### src/rtl/hex7_pkg.sv
// Shared definitions for the 7-segment display capture block: segment
// patterns for the hex digits, grid classification and capture FSM states.
package hex7_pkg;

  // Active-high segment patterns, bit order {g,f,e,d,c,b,a}
  localparam logic [6:0] SEG_0 = 7'h3F;
  localparam logic [6:0] SEG_1 = 7'h06;
  localparam logic [6:0] SEG_2 = 7'h5B;
  localparam logic [6:0] SEG_3 = 7'h4F;
  localparam logic [6:0] SEG_4 = 7'h66;
  localparam logic [6:0] SEG_5 = 7'h6D;
  localparam logic [6:0] SEG_6 = 7'h7D;
  localparam logic [6:0] SEG_7 = 7'h07;
  localparam logic [6:0] SEG_8 = 7'h7F;
  localparam logic [6:0] SEG_9 = 7'h6F;
  localparam logic [6:0] SEG_A = 7'h77;
  localparam logic [6:0] SEG_B = 7'h7C;
  localparam logic [6:0] SEG_C = 7'h39;
  localparam logic [6:0] SEG_D = 7'h5E;
  localparam logic [6:0] SEG_E = 7'h79;
  localparam logic [6:0] SEG_F = 7'h71;

  localparam int NUM_DIGITS = 4;

  typedef enum logic [1:0] {
    GRID_BLANK  = 2'd0,
    GRID_SELECT = 2'd1,
    GRID_MULTI  = 2'd2
  } grid_kind_e;

  typedef enum logic [1:0] {
    ST_IDLE   = 2'd0,
    ST_SETTLE = 2'd1,
    ST_HOLD   = 2'd2
  } cap_state_e;

  typedef struct packed {
    grid_kind_e  kind;
    logic [1:0]  idx;
  } grid_cls_t;

  // Classify the active-low grid: one low bit selects a digit, none is blank,
  // anything else is an illegal multi-select.
  function automatic grid_cls_t classify_grid(input logic [3:0] grid_n);
    grid_cls_t cls;
    cls.kind = GRID_MULTI;
    cls.idx  = 2'd0;
    case (grid_n)
      4'b1111: cls.kind = GRID_BLANK;
      4'b1110: begin cls.kind = GRID_SELECT; cls.idx = 2'd0; end
      4'b1101: begin cls.kind = GRID_SELECT; cls.idx = 2'd1; end
      4'b1011: begin cls.kind = GRID_SELECT; cls.idx = 2'd2; end
      4'b0111: begin cls.kind = GRID_SELECT; cls.idx = 2'd3; end
      default: cls.kind = GRID_MULTI;
    endcase
    return cls;
  endfunction

endpackage

### src/rtl/hex7_decode.sv
// Combinational segment-pattern to nibble decoder; flags patterns that are
// not one of the sixteen hex glyphs.
module hex7_decode
  import hex7_pkg::*;
(
  input  logic [6:0] seg_i,
  output logic [3:0] nib_o,
  output logic       valid_o
);

  // Reverse lookup of the glyph table
  always_comb begin
    nib_o   = 4'h0;
    valid_o = 1'b1;
    case (seg_i)
      SEG_0:   nib_o = 4'h0;
      SEG_1:   nib_o = 4'h1;
      SEG_2:   nib_o = 4'h2;
      SEG_3:   nib_o = 4'h3;
      SEG_4:   nib_o = 4'h4;
      SEG_5:   nib_o = 4'h5;
      SEG_6:   nib_o = 4'h6;
      SEG_7:   nib_o = 4'h7;
      SEG_8:   nib_o = 4'h8;
      SEG_9:   nib_o = 4'h9;
      SEG_A:   nib_o = 4'hA;
      SEG_B:   nib_o = 4'hB;
      SEG_C:   nib_o = 4'hC;
      SEG_D:   nib_o = 4'hD;
      SEG_E:   nib_o = 4'hE;
      SEG_F:   nib_o = 4'hF;
      default: valid_o = 1'b0;
    endcase
  end

endmodule

### src/rtl/hex_display_capture.sv
// Reader for a multiplexed 4-digit 7-segment display. Waits for each digit
// select to settle, decodes the glyph, assembles a 16-bit frame and tracks
// how many consecutive frames were identical.
module hex_display_capture
  import hex7_pkg::*;
#(
  parameter int SETTLE_CYC    = 4,
  parameter int STABLE_FRAMES = 3
) (
  input  logic        Clk,
  input  logic        Reset,
  input  logic [7:0]  hex_seg,
  input  logic [3:0]  hex_grid,
  input  logic        clr_err,
  output logic [15:0] value,
  output logic [3:0]  dp,
  output logic        frame_valid,
  output logic        stable,
  output logic        seg_err,
  output logic        grid_err
);

  localparam int CW = $clog2(SETTLE_CYC + 1);
  localparam int SW = $clog2(STABLE_FRAMES + 1);
  localparam logic [CW-1:0] SETTLE_MAX = CW'(SETTLE_CYC);
  localparam logic [SW-1:0] STABLE_MAX = SW'(STABLE_FRAMES);
  localparam logic [CW-1:0] CNT_ONE    = CW'(1);
  localparam logic [SW-1:0] STB_ONE    = SW'(1);

  // Capture FSM registers
  cap_state_e    state_q;
  logic [1:0]    sel_q;
  logic [7:0]    pat_q;
  logic [CW-1:0] cnt_q;

  // Frame assembly and output registers
  logic [NUM_DIGITS-1:0][3:0] slot_q, slot_d;
  logic [NUM_DIGITS-1:0]      slot_dp_q, slot_dp_d;
  logic [NUM_DIGITS-1:0]      seen_q, seen_d;
  logic [15:0]                value_q, value_d;
  logic [3:0]                 dp_q, dp_d;
  logic                       fv_q, fv_d;
  logic [SW-1:0]              stab_q, stab_d;
  logic                       seg_err_q, seg_err_d;
  logic                       grid_err_q, grid_err_d;

  grid_cls_t     cls;
  logic          is_sel, new_visit, reload, cont, cap_fire;
  logic [CW-1:0] cnt_next;
  logic [3:0]    dec_nib;
  logic          dec_valid;
  logic          frame_done;
  logic          frame_match;

  hex7_decode u_dec (
    .seg_i   (~hex_seg[6:0]),
    .nib_o   (dec_nib),
    .valid_o (dec_valid)
  );

  // Settle tracking: decide whether this cycle starts, restarts or extends a
  // settle run, and whether the run has just reached the capture threshold.
  always_comb begin
    cls       = classify_grid(hex_grid);
    is_sel    = (cls.kind == GRID_SELECT);
    new_visit = is_sel && ((state_q == ST_IDLE) || (cls.idx != sel_q));
    reload    = is_sel && (state_q == ST_SETTLE) && (cls.idx == sel_q) && (hex_seg != pat_q);
    cont      = is_sel && (state_q == ST_SETTLE) && (cls.idx == sel_q) && (hex_seg == pat_q);
    cnt_next  = (new_visit || reload) ? CNT_ONE : cnt_q + CNT_ONE;
    cap_fire  = (new_visit || reload || cont) && (cnt_next == SETTLE_MAX);
  end

  // Capture FSM: HOLD blocks recapture of the same digit until the select moves
  always_ff @(posedge Clk) begin
    if (Reset) begin
      state_q <= ST_IDLE;
      sel_q   <= 2'd0;
      pat_q   <= 8'h00;
      cnt_q   <= '0;
    end else if (!is_sel) begin
      state_q <= ST_IDLE;
      cnt_q   <= '0;
    end else if (new_visit || reload || cont) begin
      sel_q   <= cls.idx;
      pat_q   <= hex_seg;
      cnt_q   <= cnt_next;
      state_q <= cap_fire ? ST_HOLD : ST_SETTLE;
    end
  end

  // Slot writes, frame publish and stability counting
  always_comb begin
    frame_done  = (seen_q == 4'hF);
    slot_d      = slot_q;
    slot_dp_d   = slot_dp_q;
    // A completed frame clears seen so a same-cycle capture starts the next one
    seen_d      = frame_done ? 4'h0 : seen_q;
    if (cap_fire && dec_valid) begin
      slot_d[cls.idx]    = dec_nib;
      slot_dp_d[cls.idx] = ~hex_seg[7];
      seen_d[cls.idx]    = 1'b1;
    end

    value_d     = value_q;
    dp_d        = dp_q;
    stab_d      = stab_q;
    fv_d        = frame_done;
    // A zero count means no earlier frame since reset, so nothing to match
    frame_match = (stab_q != '0) && (slot_q == value_q) && (slot_dp_q == dp_q);
    if (frame_done) begin
      value_d = slot_q;
      dp_d    = slot_dp_q;
      if (frame_match)
        stab_d = (stab_q == STABLE_MAX) ? STABLE_MAX : stab_q + STB_ONE;
      else
        stab_d = STB_ONE;
    end

    // An error event in the same cycle as clr_err wins
    seg_err_d  = (seg_err_q  & ~clr_err) | (cap_fire & ~dec_valid);
    grid_err_d = (grid_err_q & ~clr_err) | (cls.kind == GRID_MULTI);
  end

  // Datapath registers
  always_ff @(posedge Clk) begin
    if (Reset) begin
      slot_q     <= '0;
      slot_dp_q  <= '0;
      seen_q     <= '0;
      value_q    <= '0;
      dp_q       <= '0;
      fv_q       <= 1'b0;
      stab_q     <= '0;
      seg_err_q  <= 1'b0;
      grid_err_q <= 1'b0;
    end else begin
      slot_q     <= slot_d;
      slot_dp_q  <= slot_dp_d;
      seen_q     <= seen_d;
      value_q    <= value_d;
      dp_q       <= dp_d;
      fv_q       <= fv_d;
      stab_q     <= stab_d;
      seg_err_q  <= seg_err_d;
      grid_err_q <= grid_err_d;
    end
  end

  assign value       = value_q;
  assign dp          = dp_q;
  assign frame_valid = fv_q;
  assign stable      = (stab_q == STABLE_MAX);
  assign seg_err     = seg_err_q;
  assign grid_err    = grid_err_q;

endmodule
### config.mk
export PLATFORM = sky130hd
export DESIGN_NAME = hex_display_capture
export DESIGN_NICKNAME = d
export VERILOG_FILES = /design/src/rtl/hex7_pkg.sv /design/src/rtl/hex7_decode.sv /design/src/rtl/hex_display_capture.sv
export SDC_FILE = /design/constraint.sdc
export NUM_CORES = 1
export LEC_CHECK = 0
export BUFFER_PORTS_ARGS = -buffer_cell sky130_fd_sc_hd__buf_2
export CORE_MARGIN = 2
export CORE_UTILIZATION = 58
export CTS_BUF_LIST = sky130_fd_sc_hd__clkbuf_4 sky130_fd_sc_hd__clkbuf_8 sky130_fd_sc_hd__clkbuf_16
export DETAILED_ROUTE_END_ITERATION = 7
export PLACE_DENSITY = 0.83
export SYNTH_ARGS = -nofsm -noshare
export SYNTH_HDL_FRONTEND = slang
export SYNTH_SLANG_ARGS = --single-unit
### constraint.sdc
create_clock -name Clk -period 2.65 [get_ports Clk]
set_input_delay 0.53 -clock Clk [delete_from_list [all_inputs] [get_ports Clk]]
set_output_delay 0.53 -clock Clk [all_outputs]
set_load 0.01 [all_outputs]
=== Yosys cells after proc, flatten, opt, wreduce, memory -nomap -nowiden ===
Cells that the tools add are included.

* Logic and storage cells: 99
* Output and inout port bits: 24
* Register bits: 64
* Bits of input ports: 15

* Add/subtract/negate cells: 2
* Magnitude comparators: 2
* Equality and inequality tests: 33
* Reduce and logical (&&, ||, !) cells: 19
* Mux-type cells: 16
* Bitwise gates (word level): 11

{| class="wikitable"
|+ Operators by type and width
! operator !! number
|-
| 7-bit == test, second input constant || 12
|-
| 4-bit one-hot mux with 15 select lines || 1
|-
| 4-bit == test, second input constant || 5
|-
| 16-bit bitwise mux || 1
|-
| 16-bit == test || 1
|-
| 16-bit OR reduction || 1
|-
| 7-bit by 3-bit == test with 1-bit output, second input constant || 2
|-
| 7-bit by 6-bit == test with 1-bit output, second input constant || 2
|-
| 4-bit 2-to-1 mux || 3
|-
| 1-bit logical AND || 10
|-
| 4-bit demux with 2-bit select || 1
|-
| 8-bit == test || 1
|-
| 8-bit != test || 1
|-
| 7-bit NOT || 1
|-
| 2-bit 2-to-1 mux || 3
|-
| 2-bit one-hot mux with 3 select lines || 1
|-
| 4-bit bitwise mux || 1
|-
| 2-bit by 1-bit == test with 1-bit output, second input constant || 2
|-
| 2-bit == test, second input constant || 2
|-
| 4-bit by 3-bit == test with 1-bit output, second input constant || 1
|-
| 4-bit == test || 1
|-
| 1-bit NOT || 4
|-
| 4-bit bitwise OR || 1
|-
| 2-bit one-hot mux with 2 select lines || 1
|-
| other kinds (18) || 24
|}

=== Longest topological paths before layout ===
* Depth in word-level cells: 13
* Mapped depth: 9
* Depth with buffers taken out: 6

=== Modules after synthesis ===
A second synthesis with hierarchy kept.

* Cells, all modules: 393
* Area total of the unflattened synthesis: 3460.8 um2

{| class="wikitable"
|+ By module, submodules not included
! module !! sequential area each (um2) !! times used !! cells each !! area each (um2)
|-
| hex_display_capture || 1281.2 || 1 || 336 || 3060.4
|-
| hex7_decode || 0.0 || 1 || 57 || 400.4
|}

=== Worst setup path after synthesis ===
Ideal clock, no wire load.

* Path kind: input to register
* From: input hex_grid[2]
* To: register slot_dp_q[1]
* Arrival time: 2.133 ns
* Library setup time: 0.116 ns
* Required time: 2.534 ns
* Slack: 0.400 ns
* Path buffers: 1
* Stages on the path: 7
* Cells stage by stage: buf_4 a21oi_1 nor3_1 o311a_4 a2111oi_4 nand3_4 o211a_1

* Cells in the longest elaborated chain, start to end: 12
* Elaborated cells on any way between the ends: 29
* Those cells by class: order compare (2); eq/ne (9); mux (6); reduce/logical (12)

{| class="wikitable"
|+ RTL lines
! what !! RTL line !! text
|-
| start, declared || hex_display_capture.sv:13 || <nowiki>input logic [3:0] hex_grid,</nowiki>
|-
| 4-bit by 3-bit == test with 1-bit output or 4-bit == test (tied branches) || hex7_pkg.sv:48 || <nowiki>case (grid_n)</nowiki>
|-
| 4-bit OR reduction (no line) || n/a ||
|-
| 2-bit one-hot mux with 2 select lines || hex7_pkg.sv:48 ||
|-
| 2-bit by 1-bit == test with 1-bit output || hex_display_capture.sv:65 || <nowiki>is_sel = (cls.kind == GRID_SELECT);</nowiki>
|-
| 1-bit logical AND (2 in series) || hex_display_capture.sv:67, hex_display_capture.sv:68 ||
|-
| 1-bit logical AND || hex_display_capture.sv:67 || <nowiki>reload = is_sel && (state_q == ST_SETTLE) && (cls.idx == sel_q) && (hex_seg != pat_q);</nowiki>
|-
| 1-bit logical OR || hex_display_capture.sv:69, hex_display_capture.sv:70 ||
|-
| 3-bit 2-to-1 mux || hex_display_capture.sv:69 || <nowiki>cnt_next = (new_visit || reload) ? CNT_ONE : cnt_q + CNT_ONE;</nowiki>
|-
| 3-bit == test || hex_display_capture.sv:70 || <nowiki>cap_fire = (new_visit || reload || cont) && (cnt_next == SETTLE_MAX);</nowiki>
|-
| 1-bit logical AND || hex_display_capture.sv:70 ||
|-
| 1-bit logical AND || hex_display_capture.sv:98 || <nowiki>if (cap_fire && dec_valid) begin</nowiki>
|-
| end signal, assigned || hex_display_capture.sv:138 || <nowiki>slot_dp_q <= slot_dp_d;</nowiki>
|-
| end, declared || hex_display_capture.sv:38 || <nowiki>logic [NUM_DIGITS-1:0] slot_dp_q, slot_dp_d;</nowiki>
|}

Parallel ways exist; a longest one is shown, timed or not.
A chain may end at the register's enable or synchronous reset.

=== Final worst setup path ===
* From: input hex_seg[5]
* To: register slot_dp_q[1]

* Cells in the longest elaborated chain, start to end: 7
* Elaborated cells on any way between the ends: 29
* Those cells by class: eq/ne (19); mux (2); bitwise (1); reduce/logical (7)

{| class="wikitable"
|+ RTL lines
! what !! RTL line !! text
|-
| start, declared || hex_display_capture.sv:12 || <nowiki>input logic [7:0] hex_seg,</nowiki>
|-
| 8-bit != test || hex_display_capture.sv:67 ||
|-
| 1-bit logical AND || hex_display_capture.sv:67 ||
|-
| 1-bit logical OR || hex_display_capture.sv:69, hex_display_capture.sv:70 ||
|-
| 3-bit 2-to-1 mux || hex_display_capture.sv:69 ||
|-
| 3-bit == test || hex_display_capture.sv:70 ||
|-
| 1-bit logical AND || hex_display_capture.sv:70 ||
|-
| 1-bit logical AND * || hex_display_capture.sv:98 ||
|}

Mark *: on every way between the ends. The rest lies on a longest branch, timed or not.

==> summary.md <==
| Metric | Value |
|---|---|
| Site Rows | `27` |
| Max VDD drop | `0.0003075 V` |
| Slowest CP cell | `a2111oi_4` |
| Fin. max-slew vios | `0` |
| Post-place setup slack | `approximately 140 ps` |
| DRC violations left | `0` |
| IO Count | `39` |
| Die Y | `79.51 um` |
| Logic pwr share | `8.7%` |
| Worst Reg-to-Reg Cells | `6` |
| CTS resizes | `0` |
| Final min period | `2186 ps` |
| Post-synthesis register bit count | `between 60 and 70` |
| Switch Pwr | `slightly below 0.5 mW` |
| Total Routing Usage GR | `about 25%` |
| Pin count of the biggest net entering global routing | `35` |
| Syn Nets | `389` |
| PnR worst setup slack | `between 400 and 500 ps` |
| Width of the die | `between 70 and 80 um` |
| Clock latency on the worst-skew pair | `350 ps` |
| Number of synthesized flops with an enable pin | `0` |
| Max clock buf depth | `2` |
| Iteration-0 DRC Markers | `approximately 170` |
| Worst slew pin tran | `roughly 630 ps` |
| CTS tree | `built` |
| CTS buffer count | `9` |
| Gpl congestion | `roughly 0.86` |
| Vias in the first global route | `2,599` |
| FFs w/ async S/R, synth | `0%` |
| GR Util met3 | `roughly 6.7%` |
| NumNets Final | `424` |
| DPL Wire Length | `around 5 mm` |
| Die area | `roughly 6300 um^2` |
| N_diodes | `0` |
| Ys flop type | `dfxtp_1` |
| Setup Fix Bufs, Post-CTS | `0` |
| Crit. End Element | `register` |
| RSZ-0062 raised after global routing | `false` |
| Distinct cell type count after synthesis | `64` |
| Internal power | `1.542 mW` |
| IO Port Bufs | `38` |
| Share of cells above drive strength 1 | `20.15%` |
| Startpoint Class | `primary input` |
| Clock skew | `7.260 ps` |
| Rel. slew slack | `between 50% and 60%` |
| Final cycle utilization of the critical path | `between 80% and 90%` |
| Crit Path Class | `in -> reg` |
| Synth Cell Area | `around 3300 um^2` |
| Clock share of power | `roughly 43%` |
| Root Buffer | `clkbuf_8` |
| CP Cell Sequence | `buf_2 -> nor3b_1 -> a22oi_1 -> and3_4 -> a2111oi_4 -> nand3_4 -> o211a_1` |
| Status | `complete, no violations` |
| Drt pass-1 iters | `4` |
| Pwr dens | `542.8 nW/um^2` |
| WP data arrival | `between 2000 and 2500 ps` |
| Syn_area_per_cell | `8.866 um^2` |
| Total Wirelength | `roughly 7.3 mm` |
| Final Non-Filler Cells | `around 480` |
| Hold WC Path Type | `reg -> reg` |
| CP max stage delay | `roughly 550 ps` |
| Inst Count DP | `~470` |
| Max-cap violation count | `0` |
| Crit path required time | `2890 ps` |
| Switching Fraction | `between 20% and 30%` |
| GRT busiest layer | `met2` |
| CP max FO | `15` |
| Yosys Warn Count | `0` |
| Hold Crit Depth | `2` |
| Final Hold Viols | `0` |
| M2 GR Usage | `41.68%` |
| Initial antenna violation count | `0` |
| CTS Hold Bufs | `0` |
| Clock net sink count | `between 60 and 70` |
| Register area share after synthesis | `about two fifths` |
| Final setup viols | `0` |
| CTS clock-pin slew for the worst setup and hold paths | `60 ps` |
| Routed Antenna Nets | `0` |
| Final TNS setup | `0 ps` |
| Detailed-route via count | `roughly 2.8k` |
| Initial Util | `around 60%` |
| Mapped Cells | `about 370` |
| Gr ovfl total | `0` |
| Area Overhead vs Synth | `12.75%` |
| Wirelength per Cell | `15.06 um` |
| GRT met1 Usage | `29.67%` |
| First-pass GRT wire length | `12.08 mm` |
| Worst hold slack | `roughly 450 ps` |
| Peak Freq | `457.4 MHz` |
| Core Region | `5507 um^2` |
| Drt via density | `around 5.7` |
| H-tree levels | `3` |
| Leakage | `between 1 and 1.5 nW` |
| Sequential power share | `between 40% and 50%` |
[cells in the final DEF (no fill, tap or decap), types with 4 or more instances in the layout]
| cell | n |
|---|---|
| nand2b_1 | 4 |
| inv_1 | 9 |
| buf_2 | 38 |
| xnor2_1 | 20 |
| nand3_1 | 5 |
| mux2i_1 | 24 |
| nand4_1 | 6 |
| nor3_1 | 10 |
| nand2_1 | 70 |
| nor2_1 | 18 |
| a21oi_1 | 36 |
| nor4_1 | 4 |
| nor3b_1 | 4 |
| clkbuf_8 | 12 |
| buf_4 | 10 |
| dfxtp_1 | 64 |
| xor2_1 | 9 |
[final cells by class]
type / instances / area, um^2
multi-input cells: 276 / 1853
clock inverters: 3 / 40.04
well taps: 72 / 90.09
inverters: 9 / 33.78
repair buffers: 48 / 265.3
flip-flops and latches: 64 / 1281
clock buffers: 12 / 165.2
fillers: 451 / 1778
[worst max-delay path, delay by kind of cell]
kind            cells  cell delay (ps)
buf+inv             1              240
compound gates      3              910
simple gates        3              740
[metrics by stage]
stage	utilization, %	power, mW	instance area [um^2]
floorplan	-	1.142	3307
global placement	63.99	1.174	3523
detailed placement	63.99	1.179	3523
CTS	67.71	2.033	3729
global route	67.71	2.105	3729
finish	67.71	2.024	3729
[metal layers]
metal	part of all wire [%]	wire, um
met5	0	0
met4	2.6	188
met3	4.6	336
met2	50	3609
met1	43	3153
[power by group through the flow]
stage          Clock (mW)  Combinational (mW)  Sequential [mW]
6_report            0.865               0.177            0.982
5_1_grt             0.929               0.194            0.982
4_1_cts             0.875               0.176            0.982
3_5_place_dp            0               0.175             1.00
3_3_place_gp            0               0.171             1.00
2_1_floorplan           0               0.140             1.00
[synth_stat cells, types with 3 or more instances]
cell type,count,area share (%)
a22o_1,3,0.79
nand2_1,70,7.9
xnor2_1,20,5.3
clkbuf_1,11,1.2
xor2_1,9,2.4
a31oi_1,3,0.57
nand2b_1,4,0.76
nor2_1,18,2.0
inv_1,9,1.0
nand4_1,6,1.1
buf_6,4,1.4
buf_4,3,0.68
o21ai_0,3,0.45
mux2i_1,24,7.3
dfxtp_1,64,39
buf_2,6,0.91
o22ai_1,3,0.57
a21oi_1,36,5.4
nor4_1,4,0.76
and3b_1,3,0.79
nor3_1,10,1.5
nand3_1,5,0.76
nor3b_1,4,0.91
[worst paths after layout]
check	startpoint	to	slack [ps]
worst min register to register	seg_err$_SDFF_PP0_	seg_err$_SDFF_PP0_	450
worst min-delay path	seg_err$_SDFF_PP0_	seg_err$_SDFF_PP0_	450
worst max register to register	cnt_q[0]$_SDFFE_PP0P_	slot_dp_q[1]$_SDFFE_PP0P_	580
worst max-delay path	hex_seg[5]	slot_dp_q[1]$_SDFFE_PP0P_	460
[flip-flops by register name, indices dropped and copies added (netlist names)]
signal,count
stab_q,2
value,16
seen_q,4
seg_err,1
grid_err,1
state_q,2
sel_q,2
frame_valid,1
cnt_q,3
slot_dp_q,4
dp,4
slot_q,16
pat_q,8
[kinds of logic (layout without fill, tap and decap cells)]
kind of cell / after synthesis / in the layout / synth area share, %
XOR/XNOR: 29 / 29 / 7.681
buffers and inverters: 33 / 72 / 5.221
AO/OA/AOI/OAI: 68 / 68 / 14.61
adder cells (fa/ha/maj): 2 / 2 / 0.6810
multiplexers: 25 / 25 / 7.605
AND/OR/NAND/NOR: 152 / 152 / 25.46
flip-flops: 64 / 64 / 38.74
Power figures use the tool's default switching activity.
